$ cat src/rtl/pad_io_conditioner.sv
// Pad-side conditioning stage: input synchronisers with optional per-channel deglitch
// filters and edge pulses, registered outputs with freeze, and a core reset synchroniser.
module pad_io_conditioner #(
   parameter int unsigned      N_IN        = 14,
   parameter int unsigned      N_OUT       = 11,
   parameter int unsigned      SYNC_STAGES = 2,
   parameter int unsigned      FILT_W      = 4,
   parameter int unsigned      FILT_CYCLES = 8,
   parameter logic [N_OUT-1:0] OUT_RST     = '0
) (
   input  logic             clk,
   input  logic             rst_n,
   input  logic [N_IN-1:0]  pad_in_i,
   input  logic [N_IN-1:0]  filt_en_i,
   output logic [N_IN-1:0]  core_in_o,
   output logic [N_IN-1:0]  rise_o,
   output logic [N_IN-1:0]  fall_o,
   input  logic [N_OUT-1:0] core_out_i,
   input  logic             hold_i,
   output logic [N_OUT-1:0] pad_out_o,
   output logic             rst_sync_n_o
);

   localparam logic [FILT_W-1:0] CNT_LAST = FILT_W'(FILT_CYCLES - 1);

   logic [N_IN-1:0]   sync_q [SYNC_STAGES];
   logic [N_IN-1:0]   d;
   logic [FILT_W-1:0] cnt_q  [N_IN];
   logic [FILT_W-1:0] cnt_d  [N_IN];
   logic [N_IN-1:0]   core_d;
   logic [SYNC_STAGES-1:0] rst_chain_q;

   // Plain flop chain, nothing between stages.
   always_ff @(posedge clk or negedge rst_n) begin
      if (!rst_n) begin
         for (int s = 0; s < int'(SYNC_STAGES); s++) sync_q[s] <= '0;
      end else begin
         sync_q[0] <= pad_in_i;
         for (int s = 1; s < int'(SYNC_STAGES); s++) sync_q[s] <= sync_q[s-1];
      end
   end

   assign d = sync_q[SYNC_STAGES-1];

   // A change is accepted only after FILT_CYCLES consecutive differing samples;
   // any agreeing sample restarts the count.
   always_comb begin
      core_d = core_in_o;
      for (int i = 0; i < int'(N_IN); i++) begin
         cnt_d[i] = '0;
         if (!filt_en_i[i]) begin
            core_d[i] = d[i];
         end else if (d[i] != core_in_o[i]) begin
            if (cnt_q[i] == CNT_LAST) core_d[i] = d[i];
            else                      cnt_d[i] = cnt_q[i] + 1'b1;
         end
      end
   end

   always_ff @(posedge clk or negedge rst_n) begin
      if (!rst_n) begin
         core_in_o <= '0;
         rise_o    <= '0;
         fall_o    <= '0;
         for (int i = 0; i < int'(N_IN); i++) cnt_q[i] <= '0;
      end else begin
         core_in_o <= core_d;
         rise_o    <= core_d & ~core_in_o;
         fall_o    <= ~core_d & core_in_o;
         for (int i = 0; i < int'(N_IN); i++) cnt_q[i] <= cnt_d[i];
      end
   end

   always_ff @(posedge clk or negedge rst_n) begin
      if (!rst_n)       pad_out_o <= OUT_RST;
      else if (!hold_i) pad_out_o <= core_out_i;
   end

   // Asserts with rst_n, releases after SYNC_STAGES clean edges.
   always_ff @(posedge clk or negedge rst_n) begin
      if (!rst_n) rst_chain_q <= '0;
      else        rst_chain_q <= {rst_chain_q[SYNC_STAGES-2:0], 1'b1};
   end

   assign rst_sync_n_o = rst_chain_q[SYNC_STAGES-1];

endmodule

$ cat config.mk
export PLATFORM = sky130hd
export DESIGN_NAME = pad_io_conditioner
export DESIGN_NICKNAME = d
export VERILOG_FILES = /design/src/rtl/pad_io_conditioner.sv
export SDC_FILE = /design/constraint.sdc
export NUM_CORES = 1
export LEC_CHECK = 0
export BUFFER_PORTS_ARGS = -buffer_cell sky130_fd_sc_hd__clkbuf_2
export CAP_MARGIN = 20
export CORE_ASPECT_RATIO = 1.1
export CORE_MARGIN = 2
export CORE_UTILIZATION = 30
export CTS_BUF_LIST = sky130_fd_sc_hd__clkbuf_4 sky130_fd_sc_hd__clkbuf_8
export CTS_CLUSTER_DIAMETER = 200
export DETAILED_ROUTE_END_ITERATION = 8
export GPL_TIMING_DRIVEN = 0
export HOLD_SLACK_MARGIN = 0.1
export SLEW_MARGIN = 20
export SYNTH_ARGS = -nofsm -noshare
export SYNTH_HDL_FRONTEND = slang
export SYNTH_SLANG_ARGS = --single-unit
$ cat constraint.sdc
create_clock -name clk -period 1.7 [get_ports clk]
set_input_delay 0.34 -clock clk [delete_from_list [all_inputs] [get_ports clk]]
set_output_delay 0.34 -clock clk [all_outputs]
set_load 0.02 [all_outputs]
==> summary.md, run 1 <==
| Metric | Value |
|---|---|
| Setup slack, reg-to-reg | `0.36 ns` |
| Leading area contributor after synthesis | `dfrtp_1` |
| Core area | `0.0170 sq mm` |
| Total power density per cell area | `1060 mW/mm^2` |
| Syn avg cell area | `14.3 sq um` |
| Crit share post-route | `0.836` |
| Syn_nets | `418` |
| Final total negative setup slack | `0 ns` |
| Highest clock rate | `703 MHz` |
| Final-report setup violation count | `0` |
| Number of warnings printed during yosys synthesis | `0` |
| Routed via count divided by cell count | `4.31` |
| Antenna violations before repair | `1` |
| Grt total ovfl | `0` |
| Final critical path time including I/O delays and setup | `1.42 ns` |
| Remaining number of nets flagged by the antenna check after routing | `0` |
| Number of iterations in the first detailed-routing pass | `4` |
| H-tree Lvls | `4` |
| Clock slew at the register clock pins of the worst setup and hold paths | `0.07 ns` |
| Count of clock tree sinks | `139` |
| CP Launch Point | `core_in_o[11]` |
| Largest fanout of any net on the critical path | `5` |
| Element type at the critical path start | `flip-flop` |
| Clock Skew | `0.00827 ns` |
| Cell types with the largest area share after synthesis | `dfrtp_1, xor2_1, mux2_4, nor3b_1, and3_1` |
| Final slew viol count | `0` |
| Endpoint class of the critical path | `primary output` |
| Filler instances | `1617` |
| Area share of the largest cell type after synthesis | `0.671` |
| FF-to-FF End | `core_in_o[12]` |
| Kind of cell with the highest combined delay on the critical path | `flip-flops` |
| Number of primary I/O pins | `96` |
| Maximum number of pins on one net before global-route repair | `90` |
| Number of cells in the finished layout apart from fillers | `747` |
| Critical Path Slowest Stage Cell | `dfrtp_1` |
| Buffer levels on the longest clock path | `2` |
| Wire length of the first global-routing pass | `15500 um` |
| Status | `finished clean` |
| Critical Path, Cell by Cell | `clkbuf_2` |
| Worst setup path class | `flip-flop to primary output` |
| Die Outline Area | `0.0184 sq mm` |
| Worst path buffer plus inverter count | `1` |
| Start of the worst register-to-register path | `cnt_q[4]` |
| Final hold violation count | `0` |
| Count of maximum capacitance violations | `0` |
| Max stage delay on crit path | `0.45 ns` |
| Count of cell types in the netlist | `14` |
| Synthesized flop and latch total | `139` |
| Average routed wire per standard cell | `12.1 um` |
| Number of cells traversed by the worst register-to-register path | `4` |
| Placed insts | `692` |
| Number of buffers added by the clock tree synthesis step | `17` |
| Net switching fraction of the power | `0.252` |
| Placed wire-length estimate | `6140 um` |
| Net switching power | `1.76 mW` |
| Total Routing Usage GR | `0.107` |
| Max IR drop VDD | `0.000506 V` |
| Cell chosen for the clock root | `clkbuf_8` |
| Count of nets after finishing | `555` |
| Final routed wirelength across all metal layers | `9000 um` |
| Combinational share of power | `0.100` |
| Vertical extent of the die | `142 um` |
| Signed area change from the synthesized netlist to the final layout | `27.5%` |
| Leak Pwr | `3.36 nW` |
| Post-CTS Setup Inserts | `0` |
| Clock tree from TritonCTS | `built` |
| DRC | `0` |
| Multi-input gate area in the final layout | `0.00170 sq mm` |
| Worst hold path type | `input pin to flip-flop` |
| Share of total power in the clock network | `0.382` |
| Vias in the first global route | `3562` |
| Area of the mapped netlist | `0.00519 sq mm` |
| Part of the power in registers | `0.519` |
| Worst path depth | `1` |
| Number of input and output port buffers inserted | `95` |
| Internal power consumption | `5.24 mW` |
| Total vias in the final route | `3217` |
| Critical path data arrival time | `1.08 ns` |
| Commonest cells after routing, fill and taps aside | `dfrtp_1, clkbuf_2, xor2_1` |
| Clock Latency Late Sink | `0.43 ns` |
| Row Count | `50` |
| Count of mapped cells out of synthesis | `362` |
| Fraction of layout instances using a drive strength above 1 | `0.301` |
| Final Core Density | `0.390` |
| Weighted congestion at the end of routability-driven global placement | `0.734` |
| Capture point of the worst path | `core_in_o[11]` |
| Leading cell type in the layout, fill and taps excluded | `dfrtp_1` |
| Worst EP required | `1.36 ns` |
| Unrepaired setup endpoints after global routing | `no` |
| Post_cts resized | `0` |
| FF+latch area | `0.00348 sq mm` |
| Initial core utilization | `0.306` |
| Initial DRC Count | `85` |
| Die Span X | `129 um` |
| Sequential cell area fraction in the yosys report | `0.671` |
power by group through the flow:
| stage | Combinational (mW) | Clock, mW | Sequential (mW) |
|---|---|---|---|
| floorplan | 0.264 | 0 | 3.79 |
| global placement | 0.636 | 0 | 3.69 |
| detailed placement | 0.672 | 0 | 3.70 |
| CTS | 0.714 | 2.81 | 3.63 |
| global route | 0.775 | 2.95 | 3.66 |
| finish | 0.698 | 2.67 | 3.63 |
per-stage QoR:
stage	total power [mW]	setup WS (ns)	instance area (sq um)	hold WS, ns
floorplan	4.06	0.458	5190	0.0444
global placement	4.32	-1.91	5960	0.332
detailed placement	4.37	0.368	5990	0.324
CTS	7.16	0.238	6610	0.100
global route	7.39	0.200	6620	0.104
finish	7.00	0.278	6620	0.146
how the worst min path moves through the flow:
stage,start,to,cells past startpoint
6_report,core_out_i[8],pad_out_o[8],2
3_3_place_gp,sync_q[25],d[11],0
3_5_place_dp,rst_n,cnt_q[39],1
4_1_cts,core_out_i[0],pad_out_o[0],2
2_1_floorplan,rst_n,cnt_q[0],0
5_1_grt,core_out_i[0],pad_out_o[0],2
final cells by class:
cell class,count,area share
sequential,139,0.526
multi-input combinational,222,0.258
timing repair buffer,118,0.111
tap,234,0.0443
clock buffer,21,0.0427
clock inverter,11,0.0178
buffer,1,0.000757
antenna,1,0.000378
cells by family (layout without fill, tap and decap cells):
| group | Yosys count | count (layout) | synth area share |
|---|---|---|---|
| other | 1 | 2 | 0.000723 |
| muxes | 25 | 25 | 0.0644 |
| adders and majority gates | 14 | 14 | 0.0338 |
| and+or+nand+nor | 112 | 112 | 0.118 |
| buffers and inverters | 1 | 151 | 0.000964 |
| xor gates and xnor gates | 42 | 42 | 0.0709 |
| DFF | 139 | 139 | 0.671 |
| AOI/OAI and AO/OA | 28 | 28 | 0.0405 |
flip-flops by register name, summed over array words and instances (netlist names):
register     count
cnt_q           56
core_in_o       14
d               14
fall_o          14
pad_out_o       11
rise_o          14
rst_chain_q      2
sync_q          14
metal layers:
| layer | vias up | global-route usage | share of wire |
|---|---|---|---|
| li1 | 1531 | - | - |
| met1 | 1597 | 0.115 | 0.43 |
| met2 | 77 | 0.184 | 0.50 |
| met3 | 12 | 0.0385 | 0.055 |
| met4 | 0 | 0.0578 | 0.018 |
| met5 | - | 0 | 0 |
synthesized netlist by cell type:
library cell / n
xor2_1: 42
nand2_1: 14
mux2_4: 14
dfrtp_1: 139
nand3_1: 14
ha_1: 14
buf_2: 1
o21a_1: 14
and3_1: 28
mux2_2: 11
o211ai_1: 14
nor2_1: 28
nor3b_1: 28
conb_1: 1
repair_timing:
| action | CTS | global route |
|---|---|---|
| hold endpoints to repair | 71 | 0 |
| hold buffers | 22 | 0 |
| setup endpoints to repair | 0 | 0 |
Power figures use the tool's default switching activity.
==> run 2: changes to the inputs <==
--- a/config.mk
+++ b/config.mk
@@ -5,6 +5,7 @@
 export SDC_FILE = /design/constraint.sdc
 export NUM_CORES = 1
 export LEC_CHECK = 0
+export ABC_AREA = 1
 export BUFFER_PORTS_ARGS = -buffer_cell sky130_fd_sc_hd__clkbuf_2
 export CAP_MARGIN = 20
 export CORE_ASPECT_RATIO = 1.1
==> constraint.sdc (replaced) <==
create_clock -name clk -period 1.25 [get_ports clk]
set_input_delay 0.25 -clock clk [delete_from_list [all_inputs] [get_ports clk]]
set_output_delay 0.25 -clock clk [all_outputs]
set_load 0.02 [all_outputs]
==> summary.md, run 2 <==
| Metric | Value |
|---|---|
| Number of buffers added by the clock tree synthesis step | `17 (unchanged)` |
| Critical Path Slowest Stage Cell | `dfrtp_1` |
| Highest clock rate | `813 MHz` |
| Hold slack final | `0.345 ns (+0.200 ns)` |
| Unrepaired setup endpoints after global routing | `yes` |
| Average routed wire per standard cell | `10.5 um (-13%)` |
| Net switching power | `2.42 mW (+38%)` |
| Leak Pwr | `3.96 nW (+18%)` |
| Commonest cells after routing, fill and taps aside | `nand2_1, dfrtp_1, nor2_1, inv_1, clkbuf_2` |
| Final total negative setup slack | `0 ns (unchanged)` |
| Clock Latency Late Sink | `0.42 ns (about the same)` |
| Max reg flops | `56 (unchanged)` |
| Critical path data arrival time | `0.98 ns (-0.10 ns)` |
| Cell chosen for the clock root | `clkbuf_8` |
| H-tree Lvls | `4 (unchanged)` |
| Vertical extent of the die | `145 um (+2.3%)` |
| DRC | `0 (unchanged)` |
| Final routed wirelength across all metal layers | `10100 um (+13%)` |
| Max IR drop VDD | `0.000534 V (+5.6%)` |
| Count of cell types in the netlist | `20 (+6)` |
| Worst setup path class | `flip-flop to primary output` |
| Final slew viol count | `0 (unchanged)` |
| Number of iterations in the first detailed-routing pass | `6 (+2)` |
| Buffer levels on the longest clock path | `2 (unchanged)` |
| Total Routing Usage GR | `0.111 (+0.00352)` |
| Initial core utilization | `0.307 (+0.000765)` |
| Largest fanout of any net on the critical path | `2 (-3)` |
| Placed wire-length estimate | `6660 um (+8.4%)` |
| Count of mapped cells out of synthesis | `537 (+48%)` |
| Multi-input gate area in the final layout | `0.00171 sq mm (about the same)` |
| Count of nets after finishing | `769 (+39%)` |
| Number of cells in the finished layout apart from fillers | `963 (+29%)` |
| Clock tree from TritonCTS | `built` |
| Combinational share of power | `0.129 (+0.029)` |
| Area of the mapped netlist | `0.00544 sq mm (+4.9%)` |
| Initial DRC Count | `148 (+74%)` |
| Maximum number of pins on one net before global-route repair | `77 (-14%)` |
| Fraction of layout instances using a drive strength above 1 | `0.233 (-0.0677)` |
| Element type at the critical path start | `flip-flop` |
| Signed area change from the synthesized netlist to the final layout | `38.4%` |
| Antenna violations before repair | `0 (-1)` |
| Row Count | `51 (+2.0%)` |
| Number of input and output port buffers inserted | `95 (unchanged)` |
| Critical Path, Cell by Cell | `clkbuf_8` |
| Endpoint class of the critical path | `primary output` |
| Routed via count divided by cell count | `4.12 (-4.2%)` |
| List of most frequent post-synthesis cells | `nand2_1, dfrtp_1, nor2_1, inv_1, nand3_1` |
| Sequential cell area fraction in the yosys report | `0.639 (-0.0313)` |
| Net switching fraction of the power | `0.249 (-0.00312)` |
| Internal power consumption | `7.33 mW (+40%)` |
| Clock Skew | `0.00866 ns (+0.000388 ns)` |
| Syn_nets | `593 (+42%)` |
| Number of warnings printed during yosys synthesis | `0 (unchanged)` |
| Overall power | `9.75 mW (+39%)` |
| Largest reg by FF count | `cnt_q` |
| Worst min-delay path endpoint | `d[12]` |
| Syn avg cell area | `10.1 sq um (-29%)` |
| FF+latch area | `0.00348 sq mm (unchanged)` |
| Worst slew slack as a fraction of its limit | `0.666` |
| Weighted congestion at the end of routability-driven global placement | `0.755 (+2.9%)` |
| Total power density per cell area | `1300 mW/mm^2 (+22%)` |
| Async set-or-reset flop fraction in the synthesized netlist | `1.00 (unchanged)` |
| Count of clock tree sinks | `139 (unchanged)` |
| Area share of the largest cell type after synthesis | `0.639 (-0.0313)` |
| FF-to-FF End | `core_in_o[1]` |
| Post-synth EDFFs | `0 (unchanged)` |
| Placed insts | `871 (+26%)` |
| Core area | `0.0177 sq mm (+4.6%)` |
| Length of routed met3 wiring | `437 um (-12%)` |
| Remaining number of nets flagged by the antenna check after routing | `0 (unchanged)` |
| Synthesized flop and latch total | `139 (unchanged)` |
| Leading cell type in the layout, fill and taps excluded | `nand2_1` |
| Status | `finished clean` |
| Total vias in the final route | `3972 (+23%)` |
| Worst hold path type | `flip-flop to flip-flop` |
| Final hold violation count | `0 (unchanged)` |
| Crit share post-route | `0.984` |
| Cell types with the largest area share after synthesis | `dfrtp_1, nand2_1, nor2_1, inv_1, ha_1` |
| Grt total ovfl | `0 (unchanged)` |
| Startpoint of the worst hold path | `sync_q[26]` |
| Final critical path time including I/O delays and setup | `1.23 ns` |
| Met2 wirelength from detailed routing | `4980 um (+11%)` |
| Count of maximum capacitance violations | `0 (unchanged)` |
| Setup slack, reg-to-reg | `0.12 ns (-0.24 ns)` |
| Antenna cell count | `0 (-1)` |
| Actual slew at the worst max-slew pin | `0.502 ns` |
| Filler instances | `1725 (+6.7%)` |
| Wire length of the first global-routing pass | `17200 um (+11%)` |
| Final Worst Setup Slack | `0.0195 ns (-0.258 ns)` |
| CP Launch Point | `core_in_o[12]` |
| Clock slew at the register clock pins of the worst setup and hold paths | `0.08 ns (about the same)` |
| Max stage delay on crit path | `0.40 ns (-0.05 ns)` |
| Number of primary I/O pins | `96 (unchanged)` |
| Routed metal-1 wire length | `4610 um (+19%)` |
| Part of the power in registers | `0.502 (-0.017)` |
| Share of total power in the clock network | `0.369 (-0.013)` |
| Cell count of the worst hold path | `0 (-2)` |
| Post-synth top flop | `dfrtp_1` |
| Worst slack after detailed placement | `0.121 ns (-0.247 ns)` |
| Kind of cell with the highest combined delay on the critical path | `flip-flops` |
| Die Span X | `132 um (+2.3%)` |
| Worst EP required | `1.00 ns (-0.36 ns)` |
| Start of the worst register-to-register path | `cnt_q[48]` |
| Die Outline Area | `0.0192 sq mm (+4.8%)` |
| Vias in the first global route | `3907 (+9.7%)` |
| Worst path buffer plus inverter count | `1 (unchanged)` |
| Leading area contributor after synthesis | `dfrtp_1` |
| Final-report setup violation count | `0 (unchanged)` |
| Library cell with the highest instance count after synthesis | `nand2_1` |
| Uppermost layer routed | `met4` |
| Number of cells traversed by the worst register-to-register path | `7 (+3)` |
run 2: cell types whose count changed in the layout (fill, tap and decap cells not counted), sizes merged, moves of 27 or more:
cell	previous run	this run
buf	2	61
clkbuf	116	80
inv	1	67
nand2	14	154
nor2	28	74
nor3b	28	1
xor2	42	7
run 2: stage by stage:
stage	cell area [sq um]	util
final	7530	0.424
after global routing	7530	0.424
after CTS	7260	0.409
after detailed placement	6250	0.352
after global placement	6210	0.350
after floorplan	5440	-
run 2: worst max-delay path by stage:
stage | to | depth (start not counted)
finish | core_in_o[12] | 1
global route | core_in_o[1] | 1
CTS | core_in_o[8] | 1
detailed placement | core_in_o[4] | 7
global placement | cnt_q[29] | 1
floorplan | core_in_o[1] | 7
run 2: layout make-up:
cell class / count / share of cell area
Clock inverter: 7 / 0.0121
Tap cell: 238 / 0.0395
Sequential cell: 139 / 0.462
Timing Repair Buffer: 157 / 0.185
Inverter: 67 / 0.0334
Clock buffer: 24 / 0.0397
Buffer: 1 / 0.00150
Multi-Input combinational cell: 330 / 0.226
run 2: layer usage:
layer	vias up	GRT usage
met2	77	0.179
met3	9	0.0363
li1	2022	-
met4	0	0.0484
met1	1864	0.135
met5	-	0
run 2: kinds of logic after synthesis:
group                    synth area share
XOR/XNOR                           0.0225
AND/OR/NAND/NOR                     0.224
buffers and inverters              0.0483
adder cells (fa/ha/maj)            0.0322
AO/OA/AOI/OAI                     0.00368
multiplexers                       0.0297
flip-flops                          0.639
other                            0.000689
run 2: what timing repair did:
action                                 CTS  global route
hold buffers                            41             0
endpoints found under the hold margin  115             0
setup buffers                           11             9
resized for setup                       28           103
cloned                                   0             0
pin swaps                                0             0
setup endpoints to repair               29            88
run 2: power groups by stage:
stage	Sequential, mW	Clock [mW]	Combinational [mW]
floorplan	5.10	0	0.386
global placement	4.97	0	0.903
detailed placement	4.97	0	0.924
CTS	4.88	3.79	1.14
global route	4.93	3.99	1.40
finish	4.90	3.60	1.25
